==> config.mk <==
export PLATFORM = sky130hd
export DESIGN_NAME = serial_bus_master
export DESIGN_NICKNAME = d
export VERILOG_FILES = /design/src/rtl/serial_bus_master.sv
export SDC_FILE = /design/constraint.sdc
export NUM_CORES = 1
export LEC_CHECK = 0
export BUFFER_PORTS_ARGS = -buffer_cell sky130_fd_sc_hd__buf_2
export CELL_PAD_IN_SITES_DETAIL_PLACEMENT = 0
export CELL_PAD_IN_SITES_GLOBAL_PLACEMENT = 1
export CORE_MARGIN = 2
export CORE_UTILIZATION = 44
export DETAILED_ROUTE_END_ITERATION = 6
export GPL_ROUTABILITY_DRIVEN = 0
export PLACE_DENSITY = 0.88
export RECOVER_POWER = 100
export SYNTH_ARGS = -nofsm -noshare
export SYNTH_HDL_FRONTEND = slang
export SYNTH_SLANG_ARGS = --single-unit
==> constraint.sdc <==
create_clock -name clk -period 2.2 [get_ports clk]
set_input_delay 0.22 -clock clk [delete_from_list [all_inputs] [get_ports clk]]
set_output_delay 0.22 -clock clk [all_outputs]
set_load 0.02 [all_outputs]
==> src/rtl/serial_bus_master.sv <==
// Byte-stream driven 6502 bus initiator: 'W'/'R' commands from the ACIA side become bus writes/reads.
// Optional running-XOR checksum on both directions when SERIAL_BUS_MASTER_CHECKSUM_EN is defined.
module serial_bus_master #(
  parameter int BYTE_TIMEOUT = 40000,
  localparam int TW = $clog2(BYTE_TIMEOUT + 1)
) (
  input  logic        clk,
  input  logic        reset_n,
  input  logic [7:0]  rx_data,
  input  logic        rx_valid,
  output logic        rx_ready,
  output logic [7:0]  tx_data,
  output logic        tx_valid,
  input  logic        tx_ready,
  output logic        bus_req,
  input  logic        bus_gnt,
  output logic [15:0] bus_ab,
  output logic [7:0]  bus_do,
  output logic        bus_we_n,
  input  logic [7:0]  bus_di,
  output logic        busy,
  output logic        err
);

`ifdef SERIAL_BUS_MASTER_CHECKSUM_EN
  typedef enum logic [3:0] {
    S_IDLE, S_HDR_AH, S_HDR_AL, S_HDR_LEN, S_WDATA, S_WREQ, S_WSTB, S_ACK,
    S_RREQ, S_RADDR, S_RWAIT, S_RSEND, S_WCHK, S_RCHK
  } state_t;
`else
  typedef enum logic [3:0] {
    S_IDLE, S_HDR_AH, S_HDR_AL, S_HDR_LEN, S_WDATA, S_WREQ, S_WSTB, S_ACK,
    S_RREQ, S_RADDR, S_RWAIT, S_RSEND
  } state_t;
`endif

  localparam logic [7:0] CMD_WR  = 8'h57;
  localparam logic [7:0] CMD_RD  = 8'h52;
  localparam logic [7:0] ACK_OK  = 8'h2E;
  localparam logic [7:0] ACK_BAD = 8'h21;

  function automatic logic [7:0] csum_next(input logic [7:0] csum, input logic [7:0] b);
    return csum ^ b;
  endfunction

  state_t        state_r;
  logic [15:0]   addr_r;
  logic [8:0]    cnt_r;
  logic [7:0]    data_r;
  logic [7:0]    csum_r;
  logic          is_wr_r;
  logic [TW-1:0] timer_r;
  logic [7:0]    tx_data_r;
  logic          tx_valid_r;
  logic          bus_req_r;
  logic          err_r;
  logic          up_r;

  logic rx_ready_s;
  logic rx_acc_s;
  logic tx_done_s;
  logic timer_hit_s;
  logic timing_s;
  logic acc_s;
  logic wstb_s;

  assign rx_acc_s    = rx_valid & rx_ready_s;
  assign tx_done_s   = tx_valid_r & tx_ready;
  assign timer_hit_s = (timer_r == TW'(BYTE_TIMEOUT - 1));

  // Byte-accepting states: also where the inter-byte timeout runs. up_r keeps rx_ready low in reset.
  always_comb begin
    rx_ready_s = 1'b0;
    timing_s   = 1'b0;
    case (state_r)
      S_IDLE: begin
        rx_ready_s = up_r;
        timing_s   = 1'b0;
      end
      S_HDR_AH, S_HDR_AL, S_HDR_LEN, S_WDATA: begin
        rx_ready_s = 1'b1;
        timing_s   = 1'b1;
      end
`ifdef SERIAL_BUS_MASTER_CHECKSUM_EN
      S_WCHK: begin
        rx_ready_s = 1'b1;
        timing_s   = 1'b1;
      end
`endif
      default: begin
        rx_ready_s = 1'b0;
        timing_s   = 1'b0;
      end
    endcase
  end

  // Bus pins are only live while granted and in an access state.
  always_comb begin
    acc_s  = 1'b0;
    wstb_s = 1'b0;
    if (bus_gnt) begin
      wstb_s = (state_r == S_WSTB);
      acc_s  = (state_r == S_WSTB) || (state_r == S_RADDR) || (state_r == S_RWAIT);
    end else begin
      wstb_s = 1'b0;
      acc_s  = 1'b0;
    end
  end

  // Main command/bus FSM with registered handshake and status outputs.
  always_ff @(posedge clk or negedge reset_n) begin
    if (!reset_n) begin
      state_r    <= S_IDLE;
      addr_r     <= 16'h0000;
      cnt_r      <= 9'd0;
      data_r     <= 8'h00;
      csum_r     <= 8'h00;
      is_wr_r    <= 1'b0;
      timer_r    <= {TW{1'b0}};
      tx_data_r  <= 8'h00;
      tx_valid_r <= 1'b0;
      bus_req_r  <= 1'b0;
      err_r      <= 1'b0;
      up_r       <= 1'b0;
    end else begin
      err_r <= 1'b0;
      up_r  <= 1'b1;
      if (timing_s && !rx_acc_s) begin
        timer_r <= timer_r + TW'(1);
      end else begin
        timer_r <= {TW{1'b0}};
      end
      case (state_r)
        S_IDLE: begin
          csum_r <= 8'h00;
          if (rx_acc_s) begin
            if (rx_data == CMD_WR) begin
              is_wr_r <= 1'b1;
              state_r <= S_HDR_AH;
            end else if (rx_data == CMD_RD) begin
              is_wr_r <= 1'b0;
              state_r <= S_HDR_AH;
            end else begin
              err_r <= 1'b1;
            end
          end
        end
        S_HDR_AH: begin
          if (rx_acc_s) begin
            addr_r[15:8] <= rx_data;
            csum_r       <= csum_next(csum_r, rx_data);
            state_r      <= S_HDR_AL;
          end else if (timer_hit_s) begin
            err_r   <= 1'b1;
            state_r <= S_IDLE;
          end
        end
        S_HDR_AL: begin
          if (rx_acc_s) begin
            addr_r[7:0] <= rx_data;
            csum_r      <= csum_next(csum_r, rx_data);
            state_r     <= S_HDR_LEN;
          end else if (timer_hit_s) begin
            err_r   <= 1'b1;
            state_r <= S_IDLE;
          end
        end
        S_HDR_LEN: begin
          if (rx_acc_s) begin
            // A zero length byte encodes a full 256-byte block.
            cnt_r  <= (rx_data == 8'h00) ? 9'd256 : {1'b0, rx_data};
            csum_r <= csum_next(csum_r, rx_data);
            if (is_wr_r) begin
              state_r <= S_WDATA;
            end else begin
              bus_req_r <= 1'b1;
              state_r   <= S_RREQ;
            end
          end else if (timer_hit_s) begin
            err_r   <= 1'b1;
            state_r <= S_IDLE;
          end
        end
        S_WDATA: begin
          if (rx_acc_s) begin
            data_r    <= rx_data;
            csum_r    <= csum_next(csum_r, rx_data);
            bus_req_r <= 1'b1;
            state_r   <= S_WREQ;
          end else if (timer_hit_s) begin
            err_r   <= 1'b1;
            state_r <= S_IDLE;
          end
        end
        S_WREQ: begin
          if (bus_gnt) state_r <= S_WSTB;
        end
        S_WSTB: begin
          if (bus_gnt) begin
            bus_req_r <= 1'b0;
            addr_r    <= addr_r + 16'd1;
            cnt_r     <= cnt_r - 9'd1;
            if (cnt_r == 9'd1) begin
`ifdef SERIAL_BUS_MASTER_CHECKSUM_EN
              state_r    <= S_WCHK;
`else
              tx_data_r  <= ACK_OK;
              tx_valid_r <= 1'b1;
              state_r    <= S_ACK;
`endif
            end else begin
              state_r <= S_WDATA;
            end
          end else begin
            state_r <= S_WREQ;
          end
        end
`ifdef SERIAL_BUS_MASTER_CHECKSUM_EN
        S_WCHK: begin
          if (rx_acc_s) begin
            tx_valid_r <= 1'b1;
            if (rx_data == csum_r) begin
              tx_data_r <= ACK_OK;
            end else begin
              tx_data_r <= ACK_BAD;
              err_r     <= 1'b1;
            end
            state_r <= S_ACK;
          end else if (timer_hit_s) begin
            err_r   <= 1'b1;
            state_r <= S_IDLE;
          end
        end
        S_RCHK: begin
          if (tx_done_s) begin
            tx_valid_r <= 1'b0;
            state_r    <= S_IDLE;
          end
        end
`endif
        S_ACK: begin
          if (tx_done_s) begin
            tx_valid_r <= 1'b0;
            state_r    <= S_IDLE;
          end
        end
        S_RREQ: begin
          if (bus_gnt) state_r <= S_RADDR;
        end
        S_RADDR: begin
          state_r <= bus_gnt ? S_RWAIT : S_RREQ;
        end
        S_RWAIT: begin
          if (bus_gnt) begin
            tx_data_r  <= bus_di;
            tx_valid_r <= 1'b1;
            csum_r     <= csum_next(csum_r, bus_di);
            bus_req_r  <= 1'b0;
            addr_r     <= addr_r + 16'd1;
            cnt_r      <= cnt_r - 9'd1;
            state_r    <= S_RSEND;
          end else begin
            state_r <= S_RREQ;
          end
        end
        S_RSEND: begin
          if (tx_done_s) begin
            tx_valid_r <= 1'b0;
            if (cnt_r == 9'd0) begin
`ifdef SERIAL_BUS_MASTER_CHECKSUM_EN
              tx_data_r  <= csum_r;
              tx_valid_r <= 1'b1;
              state_r    <= S_RCHK;
`else
              state_r    <= S_IDLE;
`endif
            end else begin
              bus_req_r <= 1'b1;
              state_r   <= S_RREQ;
            end
          end
        end
        default: begin
          tx_valid_r <= 1'b0;
          bus_req_r  <= 1'b0;
          state_r    <= S_IDLE;
        end
      endcase
    end
  end

  assign rx_ready = rx_ready_s;
  assign tx_data  = tx_data_r;
  assign tx_valid = tx_valid_r;
  assign bus_req  = bus_req_r;
  assign bus_ab   = acc_s ? addr_r : 16'h0000;
  assign bus_do   = wstb_s ? data_r : 8'h00;
  assign bus_we_n = ~wstb_s;
  assign busy     = (state_r != S_IDLE);
  assign err      = err_r;

endmodule
==> run summary, run 1 <==
Synth area leaders - dfrtp_1 (41%), nor2_1 (4.8%), and2_1 (4.2%)
H-tree Lvls - 3
actual slew at the worst max-slew pin - 0.9217 ns
Design Area, Final - 4649 um2
Req. time, crit path - 1.98 ns
critical path class - reg2out
GRT Total Usage - 0.2110
GRT overflow - 0
DR vias/cell - 5.859
Setup crit start - state_r[2]
Reg2Reg Setup Slack - 0.25 ns
Reg-to-Reg End - state_r[0]
height of the chip - 99.69 um
Die Span X - 99.69 um
largest net degree at the start of global routing - 67
Final Hold Fails - 0
non-filler instance count after layout - 625
Max-Cap Viols - 0
Post-synth ARST share - 1.000
CP arrival - 1.87 ns
layout cells sized above 1 - 0.2108
fmax - 478.3 MHz
Top FF cell, synth - dfrtp_1
Yosys reg bits - 66
Via Count - 3662
warning count from the yosys run - 0
die area - 9938 um2
Finished Core Util - 0.5280
nets - 540
pre-CTS setup slack - 0.1572 ns
mean post-synth cell area - 8.953 um2
post-layout min period - 2.091 ns
Top-Level Pins - 59
P_leak - 0.001964 uW
per-cell routed wire length - 16.08 um
final worst path period share - 0.9504
post-synth top area cell - dfrtp_1
worst r2r src - state_r[3]
hold path cells - 2
unique cell type count in the Yosys netlist - 67
Seq/Total Area, Yosys - 0.4099
worst hold start - bus_di[5]
clock buffer depth - 2
DRC viols - 0
DRT Pass-1 Iters - 5
Inserted Clock Buffers - 9
final antenna-violating net count - 0
hold crit path type - in2reg
PwrDens - 1029 nW/um2
Std-Cell Rows - 34
status - completed
Placed Cells - 607
crit-path max FO - 9
Area growth syn-to-layout - 15.40%
final setup vio count - 0
antenna diode count - 0
IO Port Bufs - 58
clk_lat worst skew - 0.35 ns
R2R cell count - 6
Placeable Area - 8806 um2
max_slew headroom - 0.3856
cell area after synthesis - 4029 um2
Slew Limit Fails - 0
clock transition at the registers of the reported paths - 0.07 ns
Hold Path End - tx_data[5]
Critical Path Source Type - flop
Clock Sink Count - 66
skew final - 0.01323 ns
element type at the critical path end - output pin
worst vdd ir - 0.3062 mV
DP Wirelength - 6928 um
1st-iter DRT viols - 175
initial antenna violation count - 0
vias in the first global route - 3478
Final WS setup - 0.1091 ns
Cells after Synth - 450
global-route wire length before repair - 16820 um
CTS tree - done
Cell Area, Placed - 4463 um2
drt total wl - 10050 um
starting density of the core - 0.4575
CTS root buf - clkbuf_8
Post-synth EDFFs - 0
Syn Nets - 476
overall power after layout - 4784 uW
Yosys top cell area share - 0.4099
[where the power goes]
| part | internal, uW | switching, uW |
|---|---|---|
| clock network | 424 | 465 |
| registers | 1550 | 390 |
| logic | 792 | 1170 |
[layout make-up]
class                           count  area, um2
Fill cell                         816       4156
Multi-Input combinational cell    344       2216
Sequential cell                    66       1659
Timing Repair Buffer               78      424.2
Clock buffer                       11      141.4
Tap cell                          108      135.1
Inverter                           15      56.30
Clock inverter                      3      17.52
[kinds of logic after synthesis]
logic type,share of synthesized area
compound gates,0.2196
fa+ha+maj,0.01553
mux,0.02795
other cells,0.0009308
flops,0.4099
buf+inv,0.04658
simple gates,0.2494
xor+xnor,0.03013
[worst max path at each step]
stage / to / slack [ns] / cells past startpoint
2_1_floorplan: bus_ab[10] / 0.45 / 6
3_3_place_gp: state_r[0] / 0.22 / 6
3_5_place_dp: state_r[0] / 0.16 / 6
4_1_cts: bus_ab[15] / 0.07 / 5
5_1_grt: bus_ab[15] / -0.02 / 5
6_report: bus_ab[15] / 0.11 / 5
[sequential cells by signal, summed over array words and instances (netlist names)]
register  count
addr_r       16
bus_req       1
err           1
tx_valid      1
cnt_r         9
timer_r      16
is_wr_r       1
data_r        8
state_r       4
tx_data       8
up_r          1
[worst max-delay path, stage by stage, from the launching register on]
cell	delay, ns
dfrtp_4	0.55
xnor2_1	0.29
nor2_2	0.11
o21a_4	0.25
and2_1	0.17
buf_2	0.15
[cells in the mapped netlist (3+ instances only)]
master    number
nor4_1         5
clkbuf_1       7
dfrtp_1       66
nand2b_1       5
and2_1        27
or4_1          3
a41oi_1        4
o31ai_1        3
o21ai_0       12
o21ai_1       15
o22a_1        19
nand3_1       21
a31oi_1       11
nor3_1        12
a21o_1         3
a21oi_1       30
buf_4          4
a22o_1         4
o31a_1         3
or3_1          7
and3_1         4
nor2_1        51
xnor2_1        8
nand4_1        8
mux2_2         9
ha_1           5
inv_1         14
buf_2         15
xor2_1         4
o21a_1         4
nand2_1       28
[per-layer routing]
metal	GRT usage	share of wire	vias to the layer above
li1	-	-	1770
met1	0.2905	0.47	1749
met2	0.3274	0.46	124
met3	0.03654	0.058	19
met4	0.09273	0.020	0
met5	0	0	-
[cells in the final DEF, fill, tap and decap left out, drive strengths merged, types with 4 or more instances in the layout]
cell    Yosys  final
and2       27     27
a21oi      30     30
nor3       13     13
mux2       10     10
ha          5      5
a22o        4      4
a31oi      11     11
a41oi       4      4
o22a       19     19
xor2        5      5
nor2       51     51
and3        5      5
nand3      22     22
nand2b      5      5
o21a        4      5
xnor2       8      8
nor4        6      6
or4         4      4
nand2      28     28
buf        19     64
nand4       8      8
o31ai       4      4
inv        15     15
dfrtp      66     66
or3         7      7
o21ai      28     28
clkbuf      7     24
[per-stage QoR]
step	hold slack, ns	setup TNS (ns)
after floorplan	-0.07559	0
after detailed placement	0.2710	0
after CTS	0.09211	0
after global placement	0.2677	0
after global routing	0.08625	-0.02810
final	0.09810	0
[timing repair]
action | CTS | global route
cloned | 0 | 1
pin swaps | 0 | 1
endpoints found under the setup margin | 24 | 24
setup buffers | 0 | 2
hold endpoints to repair | 66 | 0
hold buffers | 1 | 0
gates resized for setup | 2 | 8
No activity file was read; power rests on OpenSTA's default activity.
==> run 2, diff against run 1 <==
--- a/config.mk
+++ b/config.mk
@@ -8,7 +8,7 @@
 export BUFFER_PORTS_ARGS = -buffer_cell sky130_fd_sc_hd__buf_2
 export CELL_PAD_IN_SITES_DETAIL_PLACEMENT = 0
 export CELL_PAD_IN_SITES_GLOBAL_PLACEMENT = 1
-export CORE_MARGIN = 2
+export CORE_MARGIN = 5
 export CORE_UTILIZATION = 44
 export DETAILED_ROUTE_END_ITERATION = 6
 export GPL_ROUTABILITY_DRIVEN = 0
==> run summary, run 2 (synthesis gave the netlist of run 1 again) <==
max_slew headroom - 0.5601 (+0.1745)
Placeable Area - 9065 um2 (+2.9%)
clock transition at the registers of the reported paths - 0.08 ns (about the same)
multi-input combinational cell area - 2176 um2 (-1.8%)
Critical Path Source Type - flop
height of the chip - 105.7 um (+6.0%)
layout cells sized above 1 - 0.1779 (-0.03288)
per-cell routed wire length - 15.65 um (-2.7%)
P_leak - 0.001929 uW (-1.8%)
Slew Limit Fails - 0 (unchanged)
post-layout min period - 2.079 ns (-0.01156 ns)
vias in the first global route - 3326 (-4.4%)
Area growth syn-to-layout - 15.19%
Clock Sink Count - 66 (unchanged)
Max stage delay cell, worst path - o31ai_1
final worst path period share - 0.9451 (-0.005254)
antenna diode count - 0 (unchanged)
critical path class - reg2reg
DRT Pass-1 Iters - 4 (-1)
Cell Area, Placed - 4472 um2 (+0.20%)
DP Wirelength - 7014 um (+1.2%)
CTS root buf - clkbuf_8
RSZ-0062 raised after global routing - no
setup_tns - 0 ns (unchanged)
Max-Cap Viols - 0 (unchanged)
Final Hold Fails - 0 (unchanged)
1st-iter DRT viols - 182 (+4.0%)
commonest non-fill, non-tap cell in the layout - dfrtp_1
global-route wire length before repair - 16390 um (-2.6%)
element type at the critical path end - flop
Sequential cell area - 1655 um2 (-0.23%)
GRT Total Usage - 0.1792 (-0.03176)
DRC viols - 0 (unchanged)
CP arrival - 2.31 ns (+0.44 ns)
H-tree Lvls - 3 (unchanged)
skew final - 0.01421 ns (+0.0009761 ns)
Via Count - 3580 (-2.2%)
nets - 539 (-0.19%)
worst vdd ir - 0.3346 mV (+9.3%)
Top-Level Pins - 59 (unchanged)
Die Span X - 105.7 um (+6.0%)
DR vias/cell - 5.701 (-2.7%)
drt total wl - 9828 um (-2.2%)
fmax - 480.9 MHz (+0.56%)
initial antenna violation count - 0 (unchanged)
PwrDens - 1039 nW/um2 (+1.0%)
Req. time, crit path - 2.43 ns (+0.45 ns)
clk_lat worst skew - 0.34 ns (about the same)
slowest stage delay, CP - 0.64 ns (+0.09 ns)
largest net degree at the start of global routing - 67 (unchanged)
die area - 11170 um2 (+12%)
Design Area, Final - 4641 um2 (-0.19%)
final-layout fill cell count - 866 (+6.1%)
Inserted Clock Buffers - 9 (unchanged)
non-filler instance count after layout - 628 (+0.48%)
final setup vio count - 0 (unchanged)
Placed Cells - 609 (+0.33%)
CP cell instances - clkbuf_1, nand2b_1, o31ai_1, o21ai_1, a22o_1
Std-Cell Rows - 35 (+2.9%)
final antenna-violating net count - 0 (unchanged)
starting density of the core - 0.4444 (-0.01307)
Largest regs - addr_r (16), timer_r (16), cnt_r (9)
status - completed
crit-path max FO - 8 (-1)
GRT overflow - 0 (unchanged)
actual slew at the worst max-slew pin - 0.6543 ns (-0.2674 ns)
CTS tree - done
hold crit path type - in2reg
IO Port Bufs - 58 (unchanged)
most frequent cells in the layout - dfrtp_1 (63), nor2_1 (51), a21oi_1 (30), nand2_1 (28), buf_2 (25)
clock buffer depth - 2 (unchanged)
## run 2: cell types whose count changed in the layout (fill, tap and decap cells not counted), sizes merged
cell / change
bufinv: +1
clkinvlp: -1
buf: -25
clkbuf: +26
o21a: -1
## run 2: power breakdown
part | switching [uW] | internal [uW]
logic | 1150 | 757
registers | 374 | 1540
clock network | 457 | 546
total | 1980 | 2850
## run 2: repair_timing
item,4_1_cts,5_1_grt
buffers inserted,0,3
endpoints found under the hold margin,66,0
endpoints found under the setup margin,16,24
hold buffers,1,0
resized for setup,2,3
## run 2: cell type report
class	instances	area share
inverter	15	0.01213
multi-input combinational	343	0.4689
clock inverter	3	0.008628
tap	111	0.02993
sequential	66	0.3567
timing repair buffer	78	0.09248
clock buffer	12	0.03128
## run 2: final timing paths
path                                    end        from  cells past startpoint  slack [ns]
worst max-delay path             addr_r[15]  state_r[3]                      5        0.12
worst min-delay path             tx_data[6]   bus_di[6]                      3        0.10
worst max register to register   addr_r[15]  state_r[3]                      5        0.12
worst min register to register   tx_data[1]  tx_data[1]                      1        0.49
max in group asynchronous        state_r[3]     reset_n                      3        1.42
min in group asynchronous       timer_r[14]     reset_n                      3        0.46
## run 2: worst max-delay path: cells and delay by family (launching register included)
family                 cells  cell delay [ns]
AO/OA/AOI/OAI              3             1.06
flip-flops                 1             0.47
AND/OR/NAND/NOR            1             0.29
buffers and inverters      1             0.16
## run 2: stage by stage
stage / hold slack [ns] / setup WS [ns] / power, uW / util
floorplan: -0.07559 / 0.4485 / 3252 / -
global placement: 0.2655 / 0.2295 / 3826 / 0.4933
detailed placement: 0.2673 / 0.1858 / 3871 / 0.4933
CTS: 0.1050 / 0.004755 / 4879 / 0.5151
global route: 0.1200 / 0.02305 / 5166 / 0.5119
finish: 0.1019 / 0.1207 / 4824 / 0.5119
## run 2: metal layers
metal / global-route usage / part of all wire
met1: 0.2427 / 0.47
met2: 0.2846 / 0.47
met3: 0.03368 / 0.056
met5: 0 / 0
met4: 0.06846 / 0.011
==> run 3, diff against run 2 <==
--- a/config.mk
+++ b/config.mk
@@ -10,6 +10,7 @@
 export CELL_PAD_IN_SITES_GLOBAL_PLACEMENT = 1
 export CORE_MARGIN = 5
 export CORE_UTILIZATION = 44
+export CTS_BUF_LIST = sky130_fd_sc_hd__clkbuf_16
 export DETAILED_ROUTE_END_ITERATION = 6
 export GPL_ROUTABILITY_DRIVEN = 0
 export PLACE_DENSITY = 0.88
==> run summary, run 3 (synthesis gave the netlist of run 1 again) <==
final worst path period share - 0.9518 (+0.006700)
hold crit path type - in2reg
height of the chip - 105.7 um (unchanged)
Net Sw Power - 2024 uW (+2.4%)
Final Hold Fails - 0 (unchanged)
Top-Level Pins - 59 (unchanged)
critical path class - reg2out
GRT Total Usage - 0.1812 (+0.001925)
RSZ-0062 raised after global routing - no
GRT overflow - 0 (unchanged)
drt total wl - 9832 um (about the same)
Area growth syn-to-layout - 17.33%
Slew Limit Fails - 0 (unchanged)
DRT Pass-1 Iters - 5 (+1)
post-layout min period - 2.094 ns (+0.01474 ns)
Std-Cell Rows - 35 (unchanged)
worst vdd ir - 0.3360 mV (+0.43%)
CTS root buf - clkbuf_16
initial antenna violation count - 0 (unchanged)
Finished Core Util - 0.5215 (+0.009524)
setup_tns - 0 ns (unchanged)
Max-Cap Viols - 0 (unchanged)
skew final - 0.006229 ns (-0.007977 ns)
crit-path max FO - 16 (+8)
starting density of the core - 0.4444 (unchanged)
clock buffer depth - 2 (unchanged)
1st-iter DRT viols - 192 (+5.5%)
IO Port Bufs - 58 (unchanged)
Clock Sink Count - 66 (unchanged)
Reg power frac - 0.372 (-0.026)
layout cells sized above 1 - 0.1779 (unchanged)
Die Span X - 105.7 um (unchanged)
die area - 11170 um2 (unchanged)
vias in the first global route - 3345 (+0.57%)
global-route wire length before repair - 16560 um (+1.1%)
per-cell routed wire length - 15.66 um (about the same)
clk_lat worst skew - 0.33 ns (about the same)
Via Count - 3578 (-0.056%)
Int Pwr - 3154 uW (+11%)
Clk network pwr share - 0.260 (+0.052)
Inserted Clock Buffers - 9 (unchanged)
Placeable Area - 9065 um2 (unchanged)
commonest non-fill, non-tap cell in the layout - dfrtp_1
fmax - 477.5 MHz (-0.70%)
PwrDens - 1096 nW/um2 (+5.4%)
Req. time, crit path - 1.98 ns (-0.45 ns)
largest net degree at the start of global routing - 67 (unchanged)
clock transition at the registers of the reported paths - 0.05 ns (-0.03 ns)
antenna diode count - 0 (unchanged)
P_leak - 0.001981 uW (+2.7%)
Critical Path Source Type - flop
status - completed
final setup vio count - 0 (unchanged)
CP arrival - 1.87 ns (-0.44 ns)
element type at the critical path end - output pin
Largest regs - addr_r (16), timer_r (16), cnt_r (9)
switching share of power - 0.3909 (-0.01879)
DRC viols - 0 (unchanged)
Reg2Reg Setup Slack - 0.13 ns (about the same)
H-tree Lvls - 3 (unchanged)
most frequent cells in the layout - dfrtp_1 (65), nor2_1 (51), a21oi_1 (30), nand2_1 (28), buf_2 (25)
max_slew headroom - 0.5652 (+0.005131)
actual slew at the worst max-slew pin - 0.6467 ns (-0.007632 ns)
DP Wirelength - 7014 um (unchanged)
CTS tree - done
final antenna-violating net count - 0 (unchanged)
nets - 539 (unchanged)
power share of the combinational group - 0.368 (-0.026)
DR vias/cell - 5.697 (about the same)
-- run 3: cell count changes in the layout (fill, tap and decap cells not counted), sizes merged --
cell    previous run  this run
buf               39        36
clkinv             2         3
inv               15        17
-- run 3: layout make-up --
type	count	area (um2)
inverters	15	56.30
multi-input cells	343	2180
flip-flops and latches	66	1653
repair buffers	78	422.9
well taps	111	138.9
clock inverters	6	51.30
fillers	859	4338
clock buffers	9	225.2
-- run 3: repair_timing --
item	CTS	global route
gates resized for setup	2	3
hold endpoints to repair	66	0
hold buffers	1	0
buffers inserted	0	3
setup endpoints to repair	16	24
pin swaps	0	0
-- run 3: critical path, cell delays in order (launching register included) --
cell	delay [ns]
dfrtp_1	0.50
nand2b_2	0.28
nor2_1	0.20
o21a_4	0.25
and2_1	0.15
clkbuf_2	0.16
-- run 3: path summary, 6_finish.rpt --
| check | cells after the start | from | end |
|---|---|---|---|
| setup / recovery | 5 | state_r[0] | bus_ab[15] |
| hold / removal | 3 | bus_di[6] | tx_data[6] |
| setup reg to reg | 6 | state_r[1] | state_r[3] |
| hold reg to reg | 1 | tx_data[1] | tx_data[1] |
| max in group asynchronous | 3 | reset_n | data_r[5] |
| min in group asynchronous | 3 | reset_n | timer_r[14] |
-- run 3: through the flow --
stage / hold WS, ns / instances / total power, uW / area, um2 / setup WS, ns
final: 0.1189 / 628 / 5179 / 4727 / 0.1060
after detailed placement: 0.2673 / 609 / 3871 / 4472 / 0.1858
after floorplan: -0.07559 / 450 / 3252 / 4029 / 0.4485
after global routing: 0.1388 / 628 / 5529 / 4727 / 0.005655
after global placement: 0.2655 / 609 / 3826 / 4472 / 0.2295
after CTS: 0.1217 / 625 / 5244 / 4761 / 0.02267
-- run 3: layer usage --
layer / global-route usage / wire length (um)
met1: 0.2430 / 4617
met2: 0.2878 / 4540
met3: 0.03368 / 456
met4: 0.07493 / 218
met5: 0 / 0
-- run 3: power by group through the flow --
stage / Sequential [uW] / Combinational, uW / Clock (uW)
final: 1920 / 1910 / 1350
after floorplan: 1930 / 1330 / 0
after CTS: 1920 / 1950 / 1370
after detailed placement: 1940 / 1930 / 0
after global routing: 1980 / 2110 / 1440
after global placement: 1920 / 1910 / 0
